<file path="src/rtl/fetch_ctrl.sv">
// Fetch controller: owns the fetch PC, issues aligned 64-bit instruction memory
// requests under IFB credit, and turns in-order responses into two-slot packets.
module fetch_ctrl #(
  parameter logic [31:0] RESET_PC  = 32'h0000_0000,
  parameter int unsigned MAX_OUTST = 2
) (
  input  logic        clk,
  input  logic        rst_n,
  input  logic        redirect_valid,
  input  logic [31:0] redirect_pc,
  input  logic        ifb_full,
  input  logic        ifb_afull,
  output logic        imem_req,
  output logic [31:0] imem_addr,
  input  logic        imem_gnt,
  input  logic        imem_rvalid,
  input  logic [63:0] imem_rdata,
  output logic        pkt_i0_valid,
  output logic        pkt_i1_valid,
  output logic [31:0] pkt_i0_inst,
  output logic [31:0] pkt_i1_inst,
  output logic [31:0] pkt_pc
);

  localparam logic [1:0] MaxOutst = 2'(MAX_OUTST);

  logic [31:0] pc_q, pc_d;
  logic [1:0]  outst_q, outst_d;
  logic [1:0]  drop_q, drop_d;
  logic [31:0] fifo_q [2];
  logic [31:0] fifo_d [2];
  logic        wr_ptr_q, wr_ptr_d;
  logic        rd_ptr_q, rd_ptr_d;

  logic [1:0]  occ;
  logic [2:0]  credit_sum;
  logic        hs;
  logic        pkt_fire;
  logic [31:0] rpc;

  // Credit check: pops in the current cycle are ignored so the IFB is never pushed while full.
  always_comb begin
    occ        = ifb_full ? 2'd2 : (ifb_afull ? 2'd1 : 2'd0);
    credit_sum = {1'b0, occ} + {1'b0, outst_q};
    imem_req   = rst_n && !redirect_valid && (outst_q < MaxOutst) && (credit_sum < 3'd2);
    imem_addr  = {pc_q[31:3], 3'b000};
    hs         = imem_req && imem_gnt;
  end

  // Response path: a packet is produced only for live (non-dropped) responses.
  always_comb begin
    rpc          = fifo_q[rd_ptr_q];
    pkt_fire     = rst_n && imem_rvalid && (drop_q == 2'd0) && !redirect_valid;
    pkt_i0_valid = pkt_fire && !rpc[2];
    pkt_i1_valid = pkt_fire;
    pkt_i0_inst  = pkt_fire ? imem_rdata[31:0]  : 32'h0;
    pkt_i1_inst  = pkt_fire ? imem_rdata[63:32] : 32'h0;
    pkt_pc       = pkt_fire ? rpc               : 32'h0;
  end

  // Next-state for PC, PC FIFO, in-flight and drop counters; redirect has priority.
  always_comb begin
    pc_d     = pc_q;
    fifo_d   = fifo_q;
    wr_ptr_d = wr_ptr_q;
    rd_ptr_d = rd_ptr_q;
    drop_d   = drop_q;

    // In-flight count tracks every response, including ones being dropped.
    unique case ({hs, imem_rvalid})
      2'b10:   outst_d = outst_q + 2'd1;
      2'b01:   outst_d = outst_q - 2'd1;
      default: outst_d = outst_q;
    endcase

    if (redirect_valid) begin
      pc_d     = redirect_pc;
      wr_ptr_d = 1'b0;
      rd_ptr_d = 1'b0;
      // Recomputed rather than accumulated: everything still in flight is stale.
      drop_d   = outst_q - {1'b0, imem_rvalid};
    end else begin
      if (hs) begin
        fifo_d[wr_ptr_q] = pc_q;
        wr_ptr_d         = ~wr_ptr_q;
        pc_d             = {pc_q[31:3] + 29'd1, 3'b000};
      end
      // Dropped responses never had a FIFO entry (the FIFO was cleared on redirect).
      if (pkt_fire) begin
        rd_ptr_d = ~rd_ptr_q;
      end else if (imem_rvalid && (drop_q != 2'd0)) begin
        drop_d = drop_q - 2'd1;
      end
    end
  end

  // State registers.
  always_ff @(posedge clk or negedge rst_n) begin
    if (!rst_n) begin
      pc_q      <= RESET_PC;
      outst_q   <= 2'd0;
      drop_q    <= 2'd0;
      fifo_q[0] <= 32'h0;
      fifo_q[1] <= 32'h0;
      wr_ptr_q  <= 1'b0;
      rd_ptr_q  <= 1'b0;
    end else begin
      pc_q      <= pc_d;
      outst_q   <= outst_d;
      drop_q    <= drop_d;
      fifo_q[0] <= fifo_d[0];
      fifo_q[1] <= fifo_d[1];
      wr_ptr_q  <= wr_ptr_d;
      rd_ptr_q  <= rd_ptr_d;
    end
  end

  a_cnt_order: assert property (@(posedge clk) disable iff (!rst_n)
    (drop_q <= outst_q) && (outst_q <= MaxOutst));
  a_addr_align: assert property (@(posedge clk) disable iff (!rst_n)
    imem_addr[2:0] == 3'b000);
  a_no_spurious_rsp: assert property (@(posedge clk) disable iff (!rst_n)
    imem_rvalid |-> (outst_q != 2'd0));

endmodule

</file>
<file path="config.mk">
export PLATFORM = sky130hd
export DESIGN_NAME = fetch_ctrl
export DESIGN_NICKNAME = d
export VERILOG_FILES = /design/src/rtl/fetch_ctrl.sv
export SDC_FILE = /design/constraint.sdc
export NUM_CORES = 1
export LEC_CHECK = 0
export BUFFER_PORTS_ARGS = -buffer_cell sky130_fd_sc_hd__buf_2
export CELL_PAD_IN_SITES_DETAIL_PLACEMENT = 0
export CELL_PAD_IN_SITES_GLOBAL_PLACEMENT = 1
export CORE_ASPECT_RATIO = 0.9
export CORE_MARGIN = 2
export CORE_UTILIZATION = 36
export DETAILED_ROUTE_END_ITERATION = 12
export HOLD_SLACK_MARGIN = 0.06
export PLACE_DENSITY_LB_ADDON = 0.05
export REMOVE_ABC_BUFFERS = 1
export SYNTH_ARGS = -nofsm -noshare
export SYNTH_HDL_FRONTEND = slang
export SYNTH_SLANG_ARGS = --single-unit
</file>
<file path="constraint.sdc">
create_clock -name clk -period 3.2 [get_ports clk]
set_clock_uncertainty 0.2 [all_clocks]
set_input_delay 0.64 -clock clk [delete_from_list [all_inputs] [get_ports clk]]
set_output_delay 0.64 -clock clk [all_outputs]
set_load 0.005 [all_outputs]
</file>
==> insert_results.sql <==
INSERT INTO impl_metrics (metric_group, metric, value, unit) VALUES
('drt', 'remaining_drc_errors', '0', ''),
('yosys', 'synth_area', '5787', 'um2'),
('timing', 'number_of_max_slew_violations_in_the_final_report', '0', ''),
('drt', 'vias', '4866', ''),
('cells_and_area', 'final_net_count', '875', ''),
('critical_path', 'r2r-end', 'pc_q[11]', ''),
('clock_tree', 'clk-insertion-delay-late', '0.35', 'ns'),
('critical_path', 'setup.worst_path.end_class', 'register', ''),
('cells_and_area', 'syn2layout_area_growth', '24.95', '%'),
('yosys', 'yosysWarningCount', '0', ''),
('pwr', 'max-vdd-ir-drop', '0.2717', 'mV'),
('die', 'initial_core_util', '0.3722', ''),
('global_route', 'grt_pass1_wl', '26250', 'um'),
('clock_tree', 'post_cts.repair.setup_buffers', '0', ''),
('die', 'dieArea', '17110', 'um2'),
('status', 'outcome', 'finished, final reports clean', ''),
('timing', 'fin_worst_hold_slack', '0.2117', 'ns'),
('yosys', 'netlist-cell-type-count', '50', ''),
('critical_path', 'r2r_cells', '10', ''),
('yosys', 'synth_edf_count', '0', ''),
('run', 'maxCapViolations', '0', ''),
('die', 'die_w', '137.6', 'um'),
('timing', 'worst_slack', '0.3781', 'ns'),
('yosys', 'synth.area.top_cells', 'dfrtp_1 44%, mux2_2 12%, and2_1 7.2%, mux2i_1 5.7%, buf_4 4.3%', ''),
('clock_tree', 'clock_tree.root_cell', 'clkbuf_16', ''),
('global_route', 'global_route.overflow_total', '0', ''),
('yosys', 'synth_top_cell_by_area', 'dfrtp_1', ''),
('clock_tree', 'postCtsHoldBufs', '0', ''),
('place', 'placement.setup.worst_slack', '0.1307', 'ns'),
('global_route', 'largest_net_degree_at_the_start_of_global_routing', '67', ''),
('die', 'core', '15550', 'um2'),
('pwr', 'total_leakage_power', '3.684', 'nW'),
('critical_path', 'timing.critical_path.from_type', 'register', ''),
('clock_tree', 'number_of_resized_instances_in_the_post_cts_repair_step', '0', ''),
('yosys', 'synth.top_cell.area_share', '0.4411', ''),
('global_route', 'grt_pass1_vias', '4768', ''),
('timing', 'tightest_slew', '0.7201', 'ns'),
('drt', 'drtPass1Iterations', '4', ''),
('global_route', 'grt_usage', '0.1962', ''),
('timing', 'setup_violations', '0', ''),
('critical_path', 'timing.setup.critical_path_class', 'register to register', ''),
('clock_tree', 'clock_sink_count', '102', ''),
('pwr', 'cellPowerDensity', '540.4', 'nW/um2'),
('die', 'floorplan.io_pins', '234', ''),
('place', 'routabilityCongestion', '0.7782', ''),
('yosys', 'synth_seq_area_share', '0.4411', ''),
('place', 'detailedPlacementHpwl', '12120', 'um'),
('critical_path', 'ff2ff_setup_slack', '0.38', 'ns'),
('clock_tree', 'clk_pin_slew_worst_paths', '0.07', 'ns'),
('place', 'post_place_cell_area', '6933', 'um2'),
('critical_path', 'regToRegStartpoint', 'outst_q[0]', ''),
('yosys', 'synth.ff_latch_count', '102', ''),
('clock_tree', 'htree_levels', '3', ''),
('global_route', 'antenna_violations_before_repair', '0', ''),
('die', 'std_cell_rows', '43', ''),
('drt', 'final_antenna_net_count', '0', ''),
('clock_tree', 'cts_tree', 'done', ''),
('drt', 'totalWireLength', '16580', 'um'),
('cells_and_area', 'final_area', '7231', 'um2'),
('critical_path', 'cp.required', '3.26', 'ns'),
('drt', 'route.detailed.vias_per_inst', '5.001', ''),
('drt', 'post_drt_wl_per_cell', '17.04', 'um'),
('cells_and_area', 'fillers', '1542', ''),
('die', 'die_height', '124.3', 'um'),
('cells_and_area', 'drive_gt1_frac', '0.4319', ''),
('yosys', 'dominant_register_cell_in_the_synthesized_netlist', 'dfrtp_1', ''),
('timing', 'timing.final.crit_period', '2.822', 'ns'),
('timing', 'timing.final.crit_share', '0.8819', ''),
('timing', 'timing.final.hold_violations', '0', ''),
('timing', 'max_slew_margin', '0.5199', ''),
('timing', 'rsz0062_at_grt', 'false', ''),
('cells_and_area', 'antennaDiodeCount', '0', ''),
('yosys', 'synthArstFlopShare', '1.000', ''),
('critical_path', 'crit_fanout', '19', ''),
('yosys', 'netlist_instances', '577', ''),
('timing', 'clock.fmax', '354.4', 'MHz'),
('clock_tree', 'tritoncts.num_buffers', '9', ''),
('place', 'place.port_buffers', '230', ''),
('min_path', 'min-delay-path-class', 'primary input to async pin', ''),
('drt', 'drt_iter0_markers', '201', ''),
('critical_path', 'worst_ep_arrival', '2.88', 'ns'),
('yosys', 'synth.avg_cell_area', '10.03', 'um2'),
('clock_tree', 'max-clock-path-buffers', '2', '');
placed cells by master, fill, tap and decap left out, types with 4 or more instances in the layout:
master,count
nand2_1,42
mux2_2,60
nor3_1,6
o21ai_0,22
buf_4,16
nor2_1,47
or4_1,4
and2_1,67
mux2i_1,33
a221o_1,4
o211ai_1,11
inv_1,10
ha_1,4
o311ai_0,4
nand3_1,21
or3_1,4
nand4_1,11
dfrtp_1,101
and3_1,4
a22oi_1,5
xnor2_1,4
clkbuf_16,9
a21oi_1,6
buf_2,229
layout make-up:
| type | count | area (um2) | share of cell area |
|---|---|---|---|
| multi-input cells | 396 | 2779 | 0.3843 |
| inverters | 11 | 41.29 | 0.005710 |
| clock buffers | 10 | 239.0 | 0.03305 |
| well taps | 202 | 252.7 | 0.03495 |
| clock inverters | 5 | 58.81 | 0.008133 |
| flip-flops and latches | 102 | 2554 | 0.3532 |
| repair buffers | 247 | 1306 | 0.1807 |
synth_stat cells (4+ instances only):
master and count:
or3_1 4, and2_1 67, a21oi_1 6, o211ai_1 11, a221o_1 4, a22oi_1 5
nor3_1 6, mux2i_1 33, inv_1 10, mux2_2 60, o311ai_0 4, and3_1 4
dfrtp_1 102, nand3_1 22, nand4_1 11, clkbuf_1 19, ha_1 4, xnor2_1 4
nand2_1 43, o21ai_0 22, buf_2 11, buf_4 33, or4_1 4, nor2_1 48
state kept, by name, summed over array words and instances (netlist names):
| register | cells |
|---|---|
| drop_q | 2 |
| fifo_q | 64 |
| outst_q | 2 |
| pc_q | 32 |
| rd_ptr_q | 1 |
| wr_ptr_q | 1 |
how the worst max path moves through the flow:
stage	from	endpoint	slack, ns	depth (start not counted)
after floorplan	ifb_afull	fifo_q[32]	-0.92	8
after global placement	ifb_afull	pc_q[11]	0.16	11
after detailed placement	ifb_full	pc_q[13]	0.13	10
after CTS	outst_q[0]	pc_q[11]	0.38	10
after global routing	outst_q[0]	pc_q[11]	0.17	10
final	outst_q[0]	pc_q[11]	0.38	10
where the power goes:
| part | internal (W) | total, W | leakage (nW) | switching, W |
|---|---|---|---|---|
| logic | 0.000520 | 0.000937 | 2.23 | 0.000416 |
| registers | 0.00160 | 0.00185 | 1.32 | 0.000245 |
| clock network | 0.000626 | 0.00112 | 0.141 | 0.000497 |
| total | 0.00275 | 0.00391 | 3.68 | 0.00116 |
stage by stage:
stage	cells	power (W)	util	setup TNS, ns
detailed placement	958	0.002827	0.4459	0
global placement	958	0.002789	0.4459	0
floorplan	509	0.002426	-	-42.83
global route	973	0.004145	0.4650	0
CTS	973	0.003954	0.4650	0
finish	973	0.003907	0.4650	0
worst max-delay path, cell delays in order (launching register included):
cell and delay (ns):
dfrtp_1 0.44, nand2_1 0.09, nor2_1 0.05, fa_1 0.48, nor3_1 0.06, and3_2 0.23, buf_4 0.22, nor2_2 0.50
buf_4 0.28, o21ai_0 0.10, o211ai_1 0.10
cells by family (layout without fill, tap and decap cells):
logic type	count (synthesis)	count (layout)	synth area share
flops	102	102	0.4411
xor+xnor	7	7	0.01059
other cells	1	3	0.0006480
simple gates	222	222	0.2026
mux	93	93	0.1738
fa+ha+maj	5	5	0.01211
compound gates	66	66	0.07654
buf+inv	81	273	0.08259
routing by layer:
metal,part of all wire,GRT usage,up-vias,routed length (um)
met5,0,0,-,0
met4,0.015,0.05033,0,242
met3,0.046,0.03663,17,757
met2,0.49,0.3184,134,8121
met1,0.45,0.2687,2376,7462
li1,-,-,2339,-
No activity file was read; power rests on OpenSTA's default activity.
